==> config.mk <==
export PLATFORM = sky130hd
export DESIGN_NAME = arp_packet_tx_flat
export DESIGN_NICKNAME = d
export VERILOG_FILES = /design/src/rtl/arp_packet_tx_pkg.sv /design/src/rtl/arp_packet_tx_if.sv /design/src/rtl/arp_tx_word_mux.sv /design/src/rtl/arp_packet_tx.sv /design/src/flat_wrapper.sv
export SDC_FILE = /design/constraint.sdc
export NUM_CORES = 1
export LEC_CHECK = 0
export ABC_AREA = 1
export BUFFER_PORTS_ARGS = -buffer_cell sky130_fd_sc_hd__buf_2
export CORE_MARGIN = 2
export CORE_UTILIZATION = 55
export DETAILED_ROUTE_END_ITERATION = 16
export GPL_TIMING_DRIVEN = 0
export PLACE_DENSITY = 0.89
export SLEW_MARGIN = 20
export SYNTH_ARGS = -nofsm -noshare
export SYNTH_HDL_FRONTEND = slang
export SYNTH_SLANG_ARGS = --single-unit
==> constraint.sdc <==
create_clock -name clk -period 1.7 [get_ports clk]
set_input_delay 0.085 -clock clk [delete_from_list [all_inputs] [get_ports clk]]
set_output_delay 0.085 -clock clk [all_outputs]
set_load 0.05 [all_outputs]
==> src/rtl/arp_packet_tx_pkg.sv <==
// Shared network constants and types for the ARP transmit and receive paths.
// The transmitter takes its Ethernet/ARP field values and frame length from here.
package arp_packet_tx_pkg;

    localparam logic [15:0] ARP_TYPE     = 16'h0806;
    localparam logic [15:0] IP_TYPE      = 16'h0800;
    localparam logic [15:0] HW_TYPE      = 16'h0001;
    localparam logic [15:0] REQ_OPCODE   = 16'h0001;
    localparam logic [15:0] REPLY_OPCODE = 16'h0002;
    localparam logic [7:0]  HLEN         = 8'd6;
    localparam logic [7:0]  PLEN         = 8'd4;

    localparam int          FRAME_WORDS  = 15;
    localparam logic [3:0]  LAST_WORD    = 4'(FRAME_WORDS - 1);
    localparam logic [47:0] BCAST_MAC    = 48'hFFFF_FFFF_FFFF;

    typedef enum logic [1:0] {
        IDLE,
        LOAD,
        SEND,
        DONE
    } arp_tx_state_e;

    // Everything that differs between frames, captured once when a frame is loaded.
    typedef struct packed {
        logic [47:0] dstMac;
        logic [47:0] srcMac;
        logic [15:0] oper;
        logic [31:0] spa;
        logic [47:0] tha;
        logic [31:0] tpa;
    } arp_fields_t;

endpackage

==> src/rtl/arp_packet_tx_if.sv <==
// Word-wide MAC transmit stream: data with sop/eop/mod framing and a dval/rdy handshake.
interface arp_packet_tx_if;

    logic [31:0] Mac_tx_data;
    logic [1:0]  Mac_tx_mod;
    logic        Mac_tx_sop;
    logic        Mac_tx_eop;
    logic        Mac_tx_dval;
    logic        Mac_tx_rdy;

    modport master (
        output Mac_tx_data, Mac_tx_mod, Mac_tx_sop, Mac_tx_eop, Mac_tx_dval,
        input  Mac_tx_rdy
    );

    modport slave (
        input  Mac_tx_data, Mac_tx_mod, Mac_tx_sop, Mac_tx_eop, Mac_tx_dval,
        output Mac_tx_rdy
    );

endinterface

==> src/rtl/arp_tx_word_mux.sv <==
// Combinational word selector: maps the word index and latched ARP fields to a 32-bit
// frame word, first byte in the top lane. Words 11..14 are the zero tail.
module arp_tx_word_mux
    import arp_packet_tx_pkg::*;
(
    input  arp_fields_t fields_i,
    input  logic [3:0]  wordIdx_i,
    output logic [31:0] word_o
);

    always_comb begin
        word_o = '0;
        case (wordIdx_i)
            4'd0:    word_o = fields_i.dstMac[47:16];
            4'd1:    word_o = {fields_i.dstMac[15:0], fields_i.srcMac[47:32]};
            4'd2:    word_o = fields_i.srcMac[31:0];
            4'd3:    word_o = {ARP_TYPE, HW_TYPE};
            4'd4:    word_o = {IP_TYPE, HLEN, PLEN};
            4'd5:    word_o = {fields_i.oper, fields_i.srcMac[47:32]};
            4'd6:    word_o = fields_i.srcMac[31:0];
            4'd7:    word_o = fields_i.spa;
            4'd8:    word_o = fields_i.tha[47:16];
            4'd9:    word_o = {fields_i.tha[15:0], fields_i.tpa[31:16]};
            4'd10:   word_o = {fields_i.tpa[15:0], 16'h0000};
            default: word_o = '0;
        endcase
    end

endmodule

==> src/rtl/arp_packet_tx.sv <==
// ARP request/reply frame generator: queues one pending request and one pending reply,
// latches the addresses for the chosen frame and streams it as 15 words to the MAC.
module arp_packet_tx
    import arp_packet_tx_pkg::*;
(
    input  logic        clk,
    input  logic        rst_n,
    input  logic [47:0] Local_MAC,
    input  logic [31:0] Local_IP,
    input  logic [31:0] ARPReqDstIP,
    input  logic [47:0] DstMacAddr,
    input  logic [31:0] DstIPAddr,
    input  logic        ARPReqSend,
    input  logic        ARPReplySend,
    arp_packet_tx_if.master macTx,
    output logic        Busy,
    output logic        ARPSendDone
);

    arp_tx_state_e state_q, state_d;
    logic [3:0]    wordCnt_q, wordCnt_d;
    logic          reqPend_q, reqPend_d;
    logic          replyPend_q, replyPend_d;
    arp_fields_t   fields_q, fields_d;
    logic          reqClr, replyClr;
    logic          accept;
    logic [31:0]   muxWord;

    always_ff @(posedge clk or negedge rst_n) begin
        if (!rst_n) begin
            state_q     <= IDLE;
            wordCnt_q   <= '0;
            reqPend_q   <= 1'b0;
            replyPend_q <= 1'b0;
            fields_q    <= '0;
        end else begin
            state_q     <= state_d;
            wordCnt_q   <= wordCnt_d;
            reqPend_q   <= reqPend_d;
            replyPend_q <= replyPend_d;
            fields_q    <= fields_d;
        end
    end

    assign accept = (state_q == SEND) && macTx.Mac_tx_rdy;

    always_comb begin
        state_d   = state_q;
        wordCnt_d = wordCnt_q;
        fields_d  = fields_q;
        reqClr    = 1'b0;
        replyClr  = 1'b0;
        case (state_q)
            IDLE: begin
                // A same-cycle pulse counts too, so LOAD follows the pulse directly.
                if (reqPend_q || replyPend_q || ARPReqSend || ARPReplySend)
                    state_d = LOAD;
            end
            LOAD: begin
                wordCnt_d       = '0;
                fields_d.srcMac = Local_MAC;
                fields_d.spa    = Local_IP;
                if (replyPend_q) begin
                    replyClr        = 1'b1;
                    fields_d.dstMac = DstMacAddr;
                    fields_d.oper   = REPLY_OPCODE;
                    fields_d.tha    = DstMacAddr;
                    fields_d.tpa    = DstIPAddr;
                end else begin
                    reqClr          = 1'b1;
                    fields_d.dstMac = BCAST_MAC;
                    fields_d.oper   = REQ_OPCODE;
                    fields_d.tha    = '0;
                    fields_d.tpa    = ARPReqDstIP;
                end
                state_d = SEND;
            end
            SEND: begin
                if (accept) begin
                    if (wordCnt_q == LAST_WORD)
                        state_d = DONE;
                    else
                        wordCnt_d = wordCnt_q + 4'd1;
                end
            end
            DONE:    state_d = IDLE;
            default: state_d = IDLE;
        endcase
    end

    // A pulse arriving in the same cycle LOAD consumes its flag keeps the flag set.
    assign reqPend_d   = ARPReqSend   | (reqPend_q   & ~reqClr);
    assign replyPend_d = ARPReplySend | (replyPend_q & ~replyClr);

    arp_tx_word_mux u_wordMux (
        .fields_i  (fields_q),
        .wordIdx_i (wordCnt_q),
        .word_o    (muxWord)
    );

    assign macTx.Mac_tx_dval = (state_q == SEND);
    assign macTx.Mac_tx_data = (state_q == SEND) ? muxWord : '0;
    assign macTx.Mac_tx_sop  = (state_q == SEND) && (wordCnt_q == 4'd0);
    assign macTx.Mac_tx_eop  = (state_q == SEND) && (wordCnt_q == LAST_WORD);
    assign macTx.Mac_tx_mod  = 2'b00;
    assign Busy              = (state_q != IDLE);
    assign ARPSendDone       = (state_q == DONE);

endmodule

==> src/flat_wrapper.sv <==
// flat-port wrapper written by rule: the top's interface ports become plain ports
module arp_packet_tx_flat import arp_packet_tx_pkg::*;
  (clk, rst_n, Local_MAC, Local_IP, ARPReqDstIP, DstMacAddr, DstIPAddr, ARPReqSend, ARPReplySend, Busy, ARPSendDone, macTx_Mac_tx_data, macTx_Mac_tx_mod, macTx_Mac_tx_sop, macTx_Mac_tx_eop, macTx_Mac_tx_dval, macTx_Mac_tx_rdy);
  arp_packet_tx_if macTx_i ();
  input  logic clk;
  input  logic rst_n;
  input  logic [47:0] Local_MAC;
  input  logic [31:0] Local_IP;
  input  logic [31:0] ARPReqDstIP;
  input  logic [47:0] DstMacAddr;
  input  logic [31:0] DstIPAddr;
  input  logic ARPReqSend;
  input  logic ARPReplySend;
  output logic Busy;
  output logic ARPSendDone;
  output wire logic [$bits(macTx_i.Mac_tx_data)-1:0] macTx_Mac_tx_data;
  output wire logic [$bits(macTx_i.Mac_tx_mod)-1:0] macTx_Mac_tx_mod;
  output wire logic [$bits(macTx_i.Mac_tx_sop)-1:0] macTx_Mac_tx_sop;
  output wire logic [$bits(macTx_i.Mac_tx_eop)-1:0] macTx_Mac_tx_eop;
  output wire logic [$bits(macTx_i.Mac_tx_dval)-1:0] macTx_Mac_tx_dval;
  input wire logic [$bits(macTx_i.Mac_tx_rdy)-1:0] macTx_Mac_tx_rdy;
  assign macTx_Mac_tx_data = macTx_i.Mac_tx_data;
  assign macTx_Mac_tx_mod = macTx_i.Mac_tx_mod;
  assign macTx_Mac_tx_sop = macTx_i.Mac_tx_sop;
  assign macTx_Mac_tx_eop = macTx_i.Mac_tx_eop;
  assign macTx_Mac_tx_dval = macTx_i.Mac_tx_dval;
  assign macTx_i.Mac_tx_rdy = macTx_Mac_tx_rdy;
  arp_packet_tx u_core (.clk(clk), .rst_n(rst_n), .Local_MAC(Local_MAC), .Local_IP(Local_IP), .ARPReqDstIP(ARPReqDstIP), .DstMacAddr(DstMacAddr), .DstIPAddr(DstIPAddr), .ARPReqSend(ARPReqSend), .ARPReplySend(ARPReplySend), .macTx(macTx_i), .Busy(Busy), .ARPSendDone(ARPSendDone));
endmodule
==> flow_metrics.tcl, run 1 <==
set metrics [dict create \
    first_global_vias 15650 \
    haltStage "global routing (5_1_grt)" \
    htree_num_levels 1 \
    boundary_pin_count 236 \
    first-error "[ERROR GRT-0116] Global routing finished with congestion. Check the congestion regions in the DRC Viewer." \
    clock_path_buffers 3 \
    synth_area_per_cell_um2 7.704 \
    clock-root-buffer "sky130_fd_sc_hd__clkbuf_16" \
    grt_pass1_wl_um 91120 \
    hpwl_um 27160 \
    globalRoute.totalOverflow 4 \
    mappedNetlistArea_um2 10500 \
    grt_use_total_pct 61.06 \
    postSynthCellCount 1363 \
    rows 50 \
    die_h_um 142.2 \
    outcome "aborted with a tool error" \
    cts_num_sinks 218 \
    buffer_ports.inserted 233 \
    floorplan.initialDensity_pct 56.13 \
    yosysUniqueCellTypes 27 \
    grt_start_max_net_pins 92 \
    placedInstanceArea_um2 12370 \
    die_x_um 142.2 \
    ys_ff_latch 218 \
    synth-seq-area-share_pct 51.95 \
    numCtsBuffers 23 \
    detailedPlace.worstSlack_ns -0.6699 \
    gpl.final_weighted_congestion 0.9713 \
    ys.warnings.count 0 \
]
-- synthesized netlist by cell type --
master / n / share of area [%]
sky130_fd_sc_hd__o22ai_1: 8 / 0.48
sky130_fd_sc_hd__nand3_2: 3 / 0.29
sky130_fd_sc_hd__nand2_1: 445 / 16
sky130_fd_sc_hd__nand2_2: 1 / 0.060
sky130_fd_sc_hd__nor2_1: 111 / 4.0
sky130_fd_sc_hd__o21ai_1: 3 / 0.14
sky130_fd_sc_hd__o211ai_1: 11 / 0.79
sky130_fd_sc_hd__or2_2: 1 / 0.060
sky130_fd_sc_hd__buf_4: 8 / 0.57
sky130_fd_sc_hd__clkbuf_1: 51 / 1.8
sky130_fd_sc_hd__a21oi_1: 60 / 2.9
sky130_fd_sc_hd__buf_6: 1 / 0.11
sky130_fd_sc_hd__nor2_4: 1 / 0.11
sky130_fd_sc_hd__o21ai_0: 88 / 4.2
sky130_fd_sc_hd__dfrtp_1: 218 / 52
sky130_fd_sc_hd__buf_2: 22 / 1.0
sky130_fd_sc_hd__ha_1: 9 / 1.1
sky130_fd_sc_hd__nor2_2: 1 / 0.060
sky130_fd_sc_hd__nand4_1: 57 / 3.4
sky130_fd_sc_hd__inv_1: 117 / 4.2
sky130_fd_sc_hd__clkinv_1: 3 / 0.11
sky130_fd_sc_hd__inv_2: 6 / 0.21
sky130_fd_sc_hd__a22oi_1: 3 / 0.21
sky130_fd_sc_hd__conb_1: 1 / 0.036
sky130_fd_sc_hd__buf_1: 8 / 0.29
sky130_fd_sc_hd__xor2_1: 2 / 0.17
sky130_fd_sc_hd__nand3_1: 124 / 5.9
-- per-layer routing --
| metal | global-route usage (%) | overflow |
|---|---|---|
| met5 | 18.05 | 0 |
| met4 | 58.26 | 1 |
| met3 | 43.57 | 2 |
| met2 | 81.80 | 1 |
| met1 | 59.47 | 0 |
-- metrics by stage --
| step | std cells | util [%] | setup TNS, ns |
|---|---|---|---|
| after floorplan | 1364 | - | 0 |
| after global placement | 1831 | 65.76 | -730.35 |
| after detailed placement | 1833 | 66.11 | -81.20 |
| after CTS | 2088 | 86.09 | -20.11 |
-- cell families after synthesis --
logic type / count (synthesis) / share of synthesized area [%]
simple gates: 744 / 29.75
xor+xnor: 2 / 0.1669
compound gates: 173 / 8.675
flops: 218 / 51.95
other cells: 1 / 0.03571
buf+inv: 216 / 8.341
fa+ha+maj: 9 / 1.072
-- what timing repair did --
item,CTS
setup buffers,16
pin swaps,31
hold buffers,195
resized for setup,288
gates cloned,4
setup endpoints to repair,240
hold endpoints to repair,337
==> run 2, diff against run 1 <==
CORE_UTILIZATION = 40   (was 55)
PLACE_DENSITY = not set   (was 0.89)
PLACE_DENSITY_LB_ADDON = 0.15   (was not set)
==> run 2 against run 1 <==
The flow now finishes, with violations (setup timing). Synthesized cell count unchanged. Synthesized area unchanged.
==> flow_metrics.tcl, run 2 <==
set metrics [dict create \
    dieArea_um2 27560 \
    layout-drive-gt1-share_pct 31.18 \
    leading_cell_type_by_number_of_instances_after_synthesis "sky130_fd_sc_hd__nand2_1" \
    clock_slew_at_the_register_clock_pins_of_the_worst_setup_and_hold_paths_ns 0.06 \
    largest_register_ffs 210 \
    grt_pass1_wl_um 68190 \
    synth-seq-area-share_pct 51.95 \
    critical_path_arrival_ns 2.36 \
    worst-slew-pin-transition_ns 0.6626 \
    ws_path_type "flop to output pin" \
    skew_ns 0.006663 \
    ir_drop_uv 1433 \
    startpoint_type "flop" \
    yosys-top-cells-area "sky130_fd_sc_hd__dfrtp_1, sky130_fd_sc_hd__nand2_1, sky130_fd_sc_hd__nand3_1" \
    timing.final.crit_share_pct 143.8 \
    number_of_antenna_violations_at_the_first_check_in_global_routing 0 \
    buffer_ports.inserted 233 \
    numCtsBuffers 25 \
    list_of_most_frequent_post_synthesis_cells "sky130_fd_sc_hd__nand2_1, sky130_fd_sc_hd__dfrtp_1, sky130_fd_sc_hd__nand3_1, sky130_fd_sc_hd__inv_1, sky130_fd_sc_hd__nor2_1" \
    placedInstanceArea_um2 12490 \
    tritoncts "done" \
    final_critical_path_setup_slack_ns -0.7441 \
    clock_path_buffers 3 \
    wl_per_cell_um 20.87 \
    rows 59 \
    worst_hold_path.num_cells 5 \
    ff2ff_path_depth 7 \
    post_layout_minimum_cycle_time_ns 2.444 \
    routed_wirelength_um 46090 \
    gpl.final_weighted_congestion 0.9106 \
    postLayoutCoreUtil_pct 66.56 \
    grt_start_max_net_pins 84 \
    yosysUniqueCellTypes 27 \
    ys.warnings.count 0 \
    detail_route.iter0.violations 1101 \
    dp_cells 1934 \
    maximum_clock_frequency_mhz 409.1 \
    crit-reg2reg-capture "u_core.fields_q[26]" \
    yosysTopAreaCell "sky130_fd_sc_hd__dfrtp_1" \
    mappedNetlistArea_um2 10500 \
    mostFrequentLayoutCells "sky130_fd_sc_hd__nand2_1, sky130_fd_sc_hd__dfrtp_1, sky130_fd_sc_hd__buf_2, sky130_fd_sc_hd__dlygate4sd3_1, sky130_fd_sc_hd__inv_1" \
    htree_num_levels 1 \
    floorplan.core_area_um2 25910 \
    boundary_pin_count 236 \
    ys_ff_latch 218 \
    finalInstanceArea_um2 17250 \
    floorplan.initialDensity_pct 40.52 \
    hp-class "input port to flop" \
    fin_total_pwr_mw 33.16 \
    nNetsFinal 2065 \
    ff2ff_setup_slack_ns 0.08 \
    cts_num_sinks 218 \
    timing.max_slew.rel_slack_pct 55.83 \
    drt_drc_violations_left 0 \
    die_h_um 166.0 \
    ant_nets 0 \
    postSynthCellCount 1363 \
    first_global_vias 11730 \
    reg.largest.list "u_core.fields_q: 210 flops, u_core.wordCnt_q: 4 flops, u_core.state_q: 2 flops" \
    synth_enable_flop_cells 0 \
    largest_register "u_core.fields_q" \
    maximum_capacitance_violations 0 \
    violated_checks "setup timing" \
    final-hold-violation-count 0 \
    finish.cell_count_without_fillers 2208 \
    category_of_the_worst_setup_path_capture_point "output pin" \
    startpoint "u_core.wordCnt_q[1]" \
    hold_path_startpoint "macTx_Mac_tx_rdy" \
    hpwl_um 29330 \
    cp_max_fo 7 \
    die_x_um 166.0 \
    n_antenna_cell 0 \
    vias_per_cell 5.363 \
    reg2reg_from "u_core.state_q[1]" \
    crit_required_ns 1.62 \
    clock_insertion_delay_worst_skew_ns 0.53 \
    routed_vias 11840 \
    synth-main-ff-cell "sky130_fd_sc_hd__dfrtp_1" \
    powerDensity_nw_per_um2 1922 \
    finalSetupTns_ns -21.54 \
    setup_violations 34 \
    slew_violations 0 \
    holdPathEnd "u_core.state_q[1]" \
    fraction_of_synthesized_cell_area_taken_by_the_top_area_cell_type_pct 51.95 \
    grt_use_total_pct 32.29 \
    clock-root-buffer "sky130_fd_sc_hd__clkbuf_16" \
    globalRoute.totalOverflow 0 \
    outcome "finished, violations left" \
    layout_commonest_cell "sky130_fd_sc_hd__nand2_1" \
    power.leakage_nw 8.418 \
    area_delta_synth_final_pct 64.25 \
    grt_setup_unrepaired "yes" \
    synth_area_per_cell_um2 7.704 \
    async_reset_ff_share_pct 100.0 \
    drtPass1Iterations 6 \
]
-- run 2: how the worst max path moves through the flow --
stage	to	slack [ns]	cells past startpoint
2_1_floorplan	macTx_Mac_tx_data[18]	0.003	8
4_1_cts	macTx_Mac_tx_data[20]	-0.72	11
3_3_place_gp	u_core.fields_q[133]	-3.43	1
5_1_grt	macTx_Mac_tx_data[30]	-0.79	11
6_report	macTx_Mac_tx_data[30]	-0.74	11
3_5_place_dp	macTx_Mac_tx_data[13]	-0.80	9
-- run 2: what timing repair did --
action,4_1_cts,5_1_grt
buffers inserted,28,3
pin swaps,45,50
endpoints found under the setup margin,250,236
cloned,7,2
resized for setup,374,125
hold buffers,195,0
hold endpoints to repair,277,0
-- run 2: worst max-delay path, stage by stage, from the launching register on --
cell and delay, ns:
sky130_fd_sc_hd__dfrtp_2 0.45, sky130_fd_sc_hd__inv_4 0.10, sky130_fd_sc_hd__ha_4 0.21, sky130_fd_sc_hd__nand3_4 0.19
sky130_fd_sc_hd__buf_12 0.20, sky130_fd_sc_hd__clkinv_8 0.06, sky130_fd_sc_hd__buf_12 0.13, sky130_fd_sc_hd__nand2_2 0.06
sky130_fd_sc_hd__nand3_2 0.08, sky130_fd_sc_hd__nor2_4 0.04, sky130_fd_sc_hd__nor2_4 0.12, sky130_fd_sc_hd__buf_6 0.17
-- run 2: metal layers --
layer,share of wire [%],global-route usage [%],vias to the layer above
met5,0,0,-
met3,9.0,6.363,124
met4,4.4,12.89,0
met2,47,52.46,654
li1,-,-,5361
met1,40,42.68,5702
-- run 2: report_power, final --
part | leakage, nW | switching [mW] | internal [mW]
sequential | 2.60 | 1.64 | 7.72
combinational | 5.44 | 11.6 | 6.95
clock | 0.370 | 2.15 | 3.06
-- run 2: stage by stage --
step,hold slack [ns],setup slack [ns]
finish,0.04591,-0.7441
global route,0.1044,-0.7863
CTS,0.03689,-0.7245
detailed placement,0.07055,-0.8008
global placement,0.2880,-3.434
floorplan,-0.2106,0.003215
-- run 2: final cells by class --
type / count / area [µm²]
clock buffer: 40 / 732.0
multi-input combinational: 930 / 5383
tap: 335 / 419.2
fill: 2085 / 8665
buffer: 88 / 775.7
timing repair buffer: 469 / 3928
timing repair inverter: 1 / 3.754
inverter: 126 / 514.2
sequential: 218 / 5461
clock inverter: 1 / 30.03
-- run 2: cells by family after synthesis --
kind of cell,count (synthesis),synth area share [%]
simple gates,744,29.75
flops,218,51.95
buf+inv,216,8.341
compound gates,173,8.675
fa+ha+maj,9,1.072
xor+xnor,2,0.1669
other cells,1,0.03571
No activity file was read; power rests on OpenSTA's default activity.
